<file path="src/rtl/rope_controller.sv">
// Rope shot controller: launches on a fire-key rise and grows upward once per
// frame until a ball hit or the ceiling, then waits out a frame cooldown.
// Also draws the rope through a one-cycle registered pixel test and exports
// the rope geometry to the collision logic.
module rope_controller #(
    parameter int unsigned ROPE_WIDTH = 4,
    parameter int unsigned X_OFFSET   = 14,
    parameter int unsigned FLOOR_Y    = 440,
    parameter int unsigned CEILING_Y  = 20,
    parameter int unsigned SPEED      = 4,
    parameter int unsigned COOLDOWN   = 8,
    parameter logic [7:0]  ROPE_COLOR = 8'hFC
) (
    input  logic        clk,
    input  logic        reset,
    input  logic        startOfFrame,
    input  logic        fireKey,
    input  logic [10:0] playerX,
    input  logic        ropeHit,
    input  logic [10:0] pixelX,
    input  logic [10:0] pixelY,
    output logic        ropeDrawingRequest,
    output logic [7:0]  ropeRGB,
    output logic        ropeActive,
    output logic [10:0] ropeX,
    output logic [10:0] ropeTopY
);

    localparam int unsigned CD_W = (COOLDOWN < 2) ? 1 : $clog2(COOLDOWN + 1);

    typedef enum logic [1:0] {
        S_IDLE   = 2'd0,
        S_EXTEND = 2'd1,
        S_DONE   = 2'd2
    } state_t;

    state_t            r_state;
    state_t            w_state_next;
    logic [10:0]       r_rope_x;
    logic [10:0]       w_rope_x_next;
    logic [10:0]       r_top_y;
    logic [10:0]       w_top_y_next;
    logic [CD_W-1:0]   r_cooldown;
    logic [CD_W-1:0]   w_cooldown_next;
    logic              r_fire_d;
    logic              r_draw;
    logic [7:0]        r_rgb;
    logic              w_fire_rise;
    logic              w_active;
    logic              w_hit_pix;
    logic [11:0]       w_x_hi;

    assign w_fire_rise = fireKey & ~r_fire_d;

    // State and shot datapath registers; reset aborts any shot in flight
    always_ff @(posedge clk or posedge reset) begin
        if (reset) begin
            r_state    <= S_IDLE;
            r_rope_x   <= 11'd0;
            r_top_y    <= 11'(FLOOR_Y);
            r_cooldown <= '0;
            r_fire_d   <= 1'b0;
        end else begin
            r_state    <= w_state_next;
            r_rope_x   <= w_rope_x_next;
            r_top_y    <= w_top_y_next;
            r_cooldown <= w_cooldown_next;
            r_fire_d   <= fireKey;
        end
    end

    // Next state: hit beats frame growth in EXTEND; cooldown counts frames in DONE
    always_comb begin
        w_state_next    = r_state;
        w_rope_x_next   = r_rope_x;
        w_top_y_next    = r_top_y;
        w_cooldown_next = r_cooldown;
        case (r_state)
            S_IDLE: begin
                if (w_fire_rise) begin
                    w_state_next  = S_EXTEND;
                    w_rope_x_next = playerX + 11'(X_OFFSET);
                    w_top_y_next  = 11'(FLOOR_Y);
                end
            end
            S_EXTEND: begin
                if (ropeHit) begin
                    w_state_next    = S_DONE;
                    w_cooldown_next = CD_W'(COOLDOWN);
                end else if (startOfFrame) begin
                    if (r_top_y <= 11'(CEILING_Y + SPEED)) begin
                        w_top_y_next    = 11'(CEILING_Y);
                        w_state_next    = S_DONE;
                        w_cooldown_next = CD_W'(COOLDOWN);
                    end else begin
                        w_top_y_next = r_top_y - 11'(SPEED);
                    end
                end
            end
            S_DONE: begin
                // A zero cooldown also leaves on the first frame
                if (startOfFrame) begin
                    if (r_cooldown <= CD_W'(1)) begin
                        w_state_next    = S_IDLE;
                        w_cooldown_next = '0;
                    end else begin
                        w_cooldown_next = r_cooldown - CD_W'(1);
                    end
                end
            end
            default: begin
                w_state_next = S_IDLE;
            end
        endcase
    end

    // Outputs decoded from state: active flag and the per-pixel rope test
    always_comb begin
        w_active  = (r_state == S_EXTEND);
        // 12-bit upper bound so a rope near X=2047 does not wrap
        w_x_hi    = 12'(r_rope_x) + 12'(ROPE_WIDTH);
        w_hit_pix = w_active
                  & (pixelX >= r_rope_x)
                  & ({1'b0, pixelX} < w_x_hi)
                  & (pixelY >= r_top_y)
                  & (pixelY < 11'(FLOOR_Y));
    end

    // Registered drawing request and colour, one cycle behind the scan
    always_ff @(posedge clk or posedge reset) begin
        if (reset) begin
            r_draw <= 1'b0;
            r_rgb  <= 8'h00;
        end else begin
            r_draw <= w_hit_pix;
            r_rgb  <= w_hit_pix ? ROPE_COLOR : 8'h00;
        end
    end

    assign ropeDrawingRequest = r_draw;
    assign ropeRGB            = r_rgb;
    assign ropeActive         = w_active;
    assign ropeX              = r_rope_x;
    assign ropeTopY           = r_top_y;

endmodule

</file>
<file path="config.mk">
export PLATFORM = sky130hd
export DESIGN_NAME = rope_controller
export DESIGN_NICKNAME = d
export VERILOG_FILES = /design/src/rtl/rope_controller.sv
export SDC_FILE = /design/constraint.sdc
export NUM_CORES = 1
export LEC_CHECK = 0
export ABC_AREA = 1
export BUFFER_PORTS_ARGS = -buffer_cell sky130_fd_sc_hd__buf_2
export CAP_MARGIN = 20
export CORE_MARGIN = 2
export CORE_UTILIZATION = 48
export CTS_CLUSTER_SIZE = 25
export DETAILED_ROUTE_END_ITERATION = 16
export PLACE_DENSITY = 0.79
export SLEW_MARGIN = 20
export SYNTH_ARGS = -nofsm -noshare
export SYNTH_HDL_FRONTEND = slang
export SYNTH_SLANG_ARGS = --single-unit
</file>
<file path="constraint.sdc">
create_clock -name clk -period 1.9 [get_ports clk]
set_input_delay 0.285 -clock clk [delete_from_list [all_inputs] [get_ports clk]]
set_output_delay 0.285 -clock clk [all_outputs]
set_load 0.01 [all_outputs]
</file>
# Yosys cells after proc, flatten, opt, wreduce, memory -nomap -nowiden
# Index checks and enable logic that the tools add are counted.
# op_classes
addsub,4
magnitude_cmp,6
eq_ne,9
muxes,19
n_bitwise,6
reduce_logical,7
# ops
operator,count
11-bit two-way mux,4
11-bit >= comparator,2
11-bit one-hot mux with 2 select lines,1
4-bit two-way mux,5
11-bit by 3-bit adder with 12-bit output (second input constant),1
11-bit by 12-bit less-than comparator with 1-bit output,1
2-bit two-way mux,6
11-bit by 4-bit adder with 11-bit output (second input constant),1
11-bit by 5-bit less-or-equal comparator with 1-bit output (second input constant),1
11-bit by 9-bit less-than comparator with 1-bit output (second input constant),1
11-bit by 3-bit subtractor with 11-bit output (second input constant),1
2-bit != test (second input constant),5
8-bit two-way mux,1
4-bit one-hot mux with 2 select lines,1
4-bit AND reduction,2
2-bit one-hot mux with 3 select lines,1
1-bit bitwise AND,5
5-bit AND reduction,1
4-bit by 1-bit less-or-equal comparator with 1-bit output (second input constant),1
2-bit nonzero test,2
4-bit by 1-bit subtractor with 4-bit output (second input constant),1
3-bit by 2-bit != test with 1-bit output (second input constant),1
3-bit != test (second input constant),1
2-bit by 1-bit == test with 1-bit output (second input constant),1
other kinds (4),4
# word_totals
reg_bits,38
in_bits,38
output_inout_bits,32
wordCells,58

# Logic depth before layout (Yosys ltp)
# logic_depth
depth_word,6
mapped_depth,12
depth_no_buf,12

# Least setup slack after synthesis
# OpenSTA, ideal clock, no wires.
# synth_path
kind,flip-flop to flip-flop
from,reg r_rope_x[2] (netlist: ropeX[2])
to,reg r_rgb[6] (netlist: ropeRGB[6])
setup_ns,0.071
arrival_time_ns,1.856
required_time_ns,1.829
setup_slack_ns,-0.027
path_stages_with_launch,13
path_buffers,0
synth_period_minus_slack_ns,1.927
path_cell_list,dfrtp_1 ha_1 nand2_1 nor2_1 nand3_1 nor3_1 xor2_1 ha_1 nand2_1 nor2_1 nor2_1 nand3_1 nor2_1
# synth_between
elab_chain_len,6
elab_cells_between_ends,8
cone_classes,add/sub: 1; order compare: 2; mux: 1; bitwise: 4
# synth_lines
item,line,rtl
"start, declared",39,logic [10:0] r_rope_x;
"start signal, assigned",65,r_rope_x <= w_rope_x_next;
11-bit by 3-bit adder with 12-bit output or 11-bit >= comparator (tied branches),"121, 123",
11-bit by 12-bit less-than comparator with 1-bit output or 1-bit bitwise AND (tied branches),"124, 123",
1-bit bitwise AND (*),124,"& ({1'b0, pixelX} < w_x_hi)"
1-bit bitwise AND (*),125,& (pixelY >= r_top_y)
1-bit bitwise AND (*),126,& (pixelY < 11'(FLOOR_Y));
net w_hit_pix,50,logic w_hit_pix;
8-bit two-way mux (*),136,r_rgb <= w_hit_pix ? ROPE_COLOR : 8'h00;
"end signal, assigned",136,
"end, declared",47,logic [7:0] r_rgb;
# Mark *: on every way through the listed nets, which the timed path passes. The rest lies on a longest branch.
# A chain may end at the register's enable or synchronous reset.

# Worst setup path in the final report
# Same ends and word-level chain as after synthesis.

==> run metrics <==
First DRT Iteration DRCs=148; Clk pwr share=13.4%; H-tree levels=1; final RePlAce weighted congestion=0.864; starting density of the core=50.0%; crit path capture type=flop; Area Growth Syn to Fin=18.6%; f_max=525 MHz; Worst VDD drop=0.000519 V; Mapped Area=2570 sq um; Synth cell types=36; detailed-route DRC error count=0; Synth Register Bits=28; FP Rows=26; DRT antenna net count=0; Pint=1930 uW; DP Worst Slack=-55.4 ps; max-cap viol count=0; Max FO, Critical Path=2; Placed Cells=481; routed wire length per instance=11.5 microns; pwr/cell area=1170 nW/um^2; skew final=4.46 ps; failing checks=negative setup slack; Core Util, Final=59.2%; grt ovf=0; Mapped Cells=349; Die Wd=77.1 microns; vias in the first global route=2188; die height=77.1 microns; Post-CTS Setup Bufs=0; FFs w/ async S/R, synth=100%; Max Root-Sink Buffers=2; Core Region=5140 sq um; drt total wl=5.57 mm; Vias=2394; Post-synth EDFFs=0; clock latency at the later pin of the worst-skew pair=280 ps; I/O pin total=70; CTS tree=built; drt via density=4.94; layout cells sized above 1=24.8%; ant diodes=0; # port buffers=63; CTS Buf Count=3; first-pass GRT wire length=9.47 mm; RSZ-0062 raised after global routing=true; # setup viols final=1; combinational power share=59.0%; initial antenna violation count=0; Pre-Repair DR Iteration Count=4; Final Hold Violating Endpoints=0; synth warn=0; Worst Hold Class=in -> async; Power Total=3550 uW; fin cells=485; final worst slack=-5.63 ps; DP Wirelength=4.59 mm; kind of critical path=reg -> reg; Final Max Slew Viols=0; crit start category=flop; sw frac=45.8%; CP required=2120 ps; largest net degree at the start of global routing=29; Tmin final=1910 ps; final cycle utilization of the critical path=100%; register share of total power=27.6%; Worst EP arrival=2130 ps; post-synthesis sequential area ratio=27.5%; Reg clk slew, reported paths=100 ps; status=complete, but fails checks; Sw Pwr=1630 uW; leak pwr=0.00165 uW; Top FF cell, synth=dfrtp_1; Clock Tree Root=clkbuf_8; Mean Syn Cell Area=7.36 sq um; FF-to-FF path depth=12; nets@finish=492; # clock sinks=28; All-Layer GR Usage=19.2%; die area=5950 sq um
[metrics by stage]
step / cell area (sq um) / TNS [ps] / hold slack (ps)
floorplan: 2580 / 0 / 316
global placement: 2960 / 0 / 370
CTS: 3040 / 0 / 58.9
finish: 3040 / -5.63 / 47.7
detailed placement: 2960 / -55.4 / 371
global route: 3040 / -164 / 79.2
[synthesized netlist by cell type (all sizes together), types with 5 or more instances]
library cell / n / area [sq um]
a21oi: 17 / 96.4
buf: 12 / 87.6
dfrtp: 23 / 576
dfstp: 5 / 131
ha: 38 / 475
inv: 57 / 214
nand2: 69 / 259
nand3: 24 / 125
nand4: 7 / 43.8
nor2: 36 / 155
nor3: 5 / 30.0
o21ai: 24 / 124
xor2: 9 / 78.8
[cell usage in the layout, fill, tap and decap left out, drive strengths merged, types with 3 or more instances in the layout]
| master | instances |
|---|---|
| a21oi | 17 |
| a22oi | 3 |
| buf | 71 |
| clkbuf | 3 |
| conb | 4 |
| dfrtp | 23 |
| dfstp | 5 |
| ha | 38 |
| inv | 57 |
| nand2 | 69 |
| nand3 | 24 |
| nand4 | 7 |
| nor2 | 36 |
| nor3 | 5 |
| o21ai | 24 |
| o22ai | 3 |
| or2 | 3 |
| xnor2 | 3 |
| xor2 | 9 |
[per-layer routing]
metal	share of wire [%]	vias to the layer above	routed length (microns)	track usage, %
li1	-	1255	-	-
met1	49	1080	2710	25.4
met2	46	55	2560	32.4
met3	4.6	4	255	2.94
met4	0.75	0	42	5.71
met5	0	-	0	0
[state kept, by name, summed over array words and instances (netlist names)]
name,count
ropeX,11
ropeTopY,9
r_cooldown,4
r_state,2
r_fire_d,1
ropeRGB,1
[layout make-up]
cell class	count	area [sq um]
fillers	501	2100
repair buffers	71	375
clock buffers	3	41.3
inverters	57	214
multi-input cells	255	1590
well taps	70	87.6
flip-flops and latches	28	708
clock inverters	1	30.0
[worst max-delay path: stages (launching register included)]
cell and delay [ps]:
dfrtp_2 380, ha_2 180, nand2_1 70, nor2_2 130
nand3_2 110, nor3_2 150, xor2_1 200, ha_1 270
nand2_1 70, nor2_1 40, nor2_1 90, nand3_1 70
nor2_1 80
[cell families (layout without fill, tap and decap cells)]
kind of cell               Yosys count  count (layout)  synth area share, %
xor gates and xnor gates            12              12                 4.09
DFF                                 28              28                 27.5
other                                1               4                0.146
buffers and inverters               69             132                 11.7
AOI/OAI and AO/OA                   55              55                 12.8
adders and majority gates           38              38                 18.5
and+or+nand+nor                    146             146                 25.1
[power by group through the flow]
stage	Combinational, uW	Sequential (uW)	Clock, uW
2_1_floorplan	1360	1040	0
3_3_place_gp	1990	972	0
3_5_place_dp	2060	984	0
4_1_cts	2090	977	489
5_1_grt	2400	1010	508
6_report	2100	982	477
[repair_timing]
item,4_1_cts,5_1_grt
resized for setup,3,2
hold buffers,0,0
hold endpoints to repair,0,0
endpoints found under the setup margin,1,5
[final timing paths]
kind,from,end,slack (ps)
max,ropeX[2],ropeRGB[6],-6
min,reset,r_fire_d,50
max reg2reg,ropeX[2],ropeRGB[6],-6
min reg2reg,ropeTopY[4],ropeTopY[4],520
max in group asynchronous,reset,ropeTopY[4],1540
min in group clk,fireKey,r_fire_d,120
Note: power is estimated with default switching activity, not from simulation.
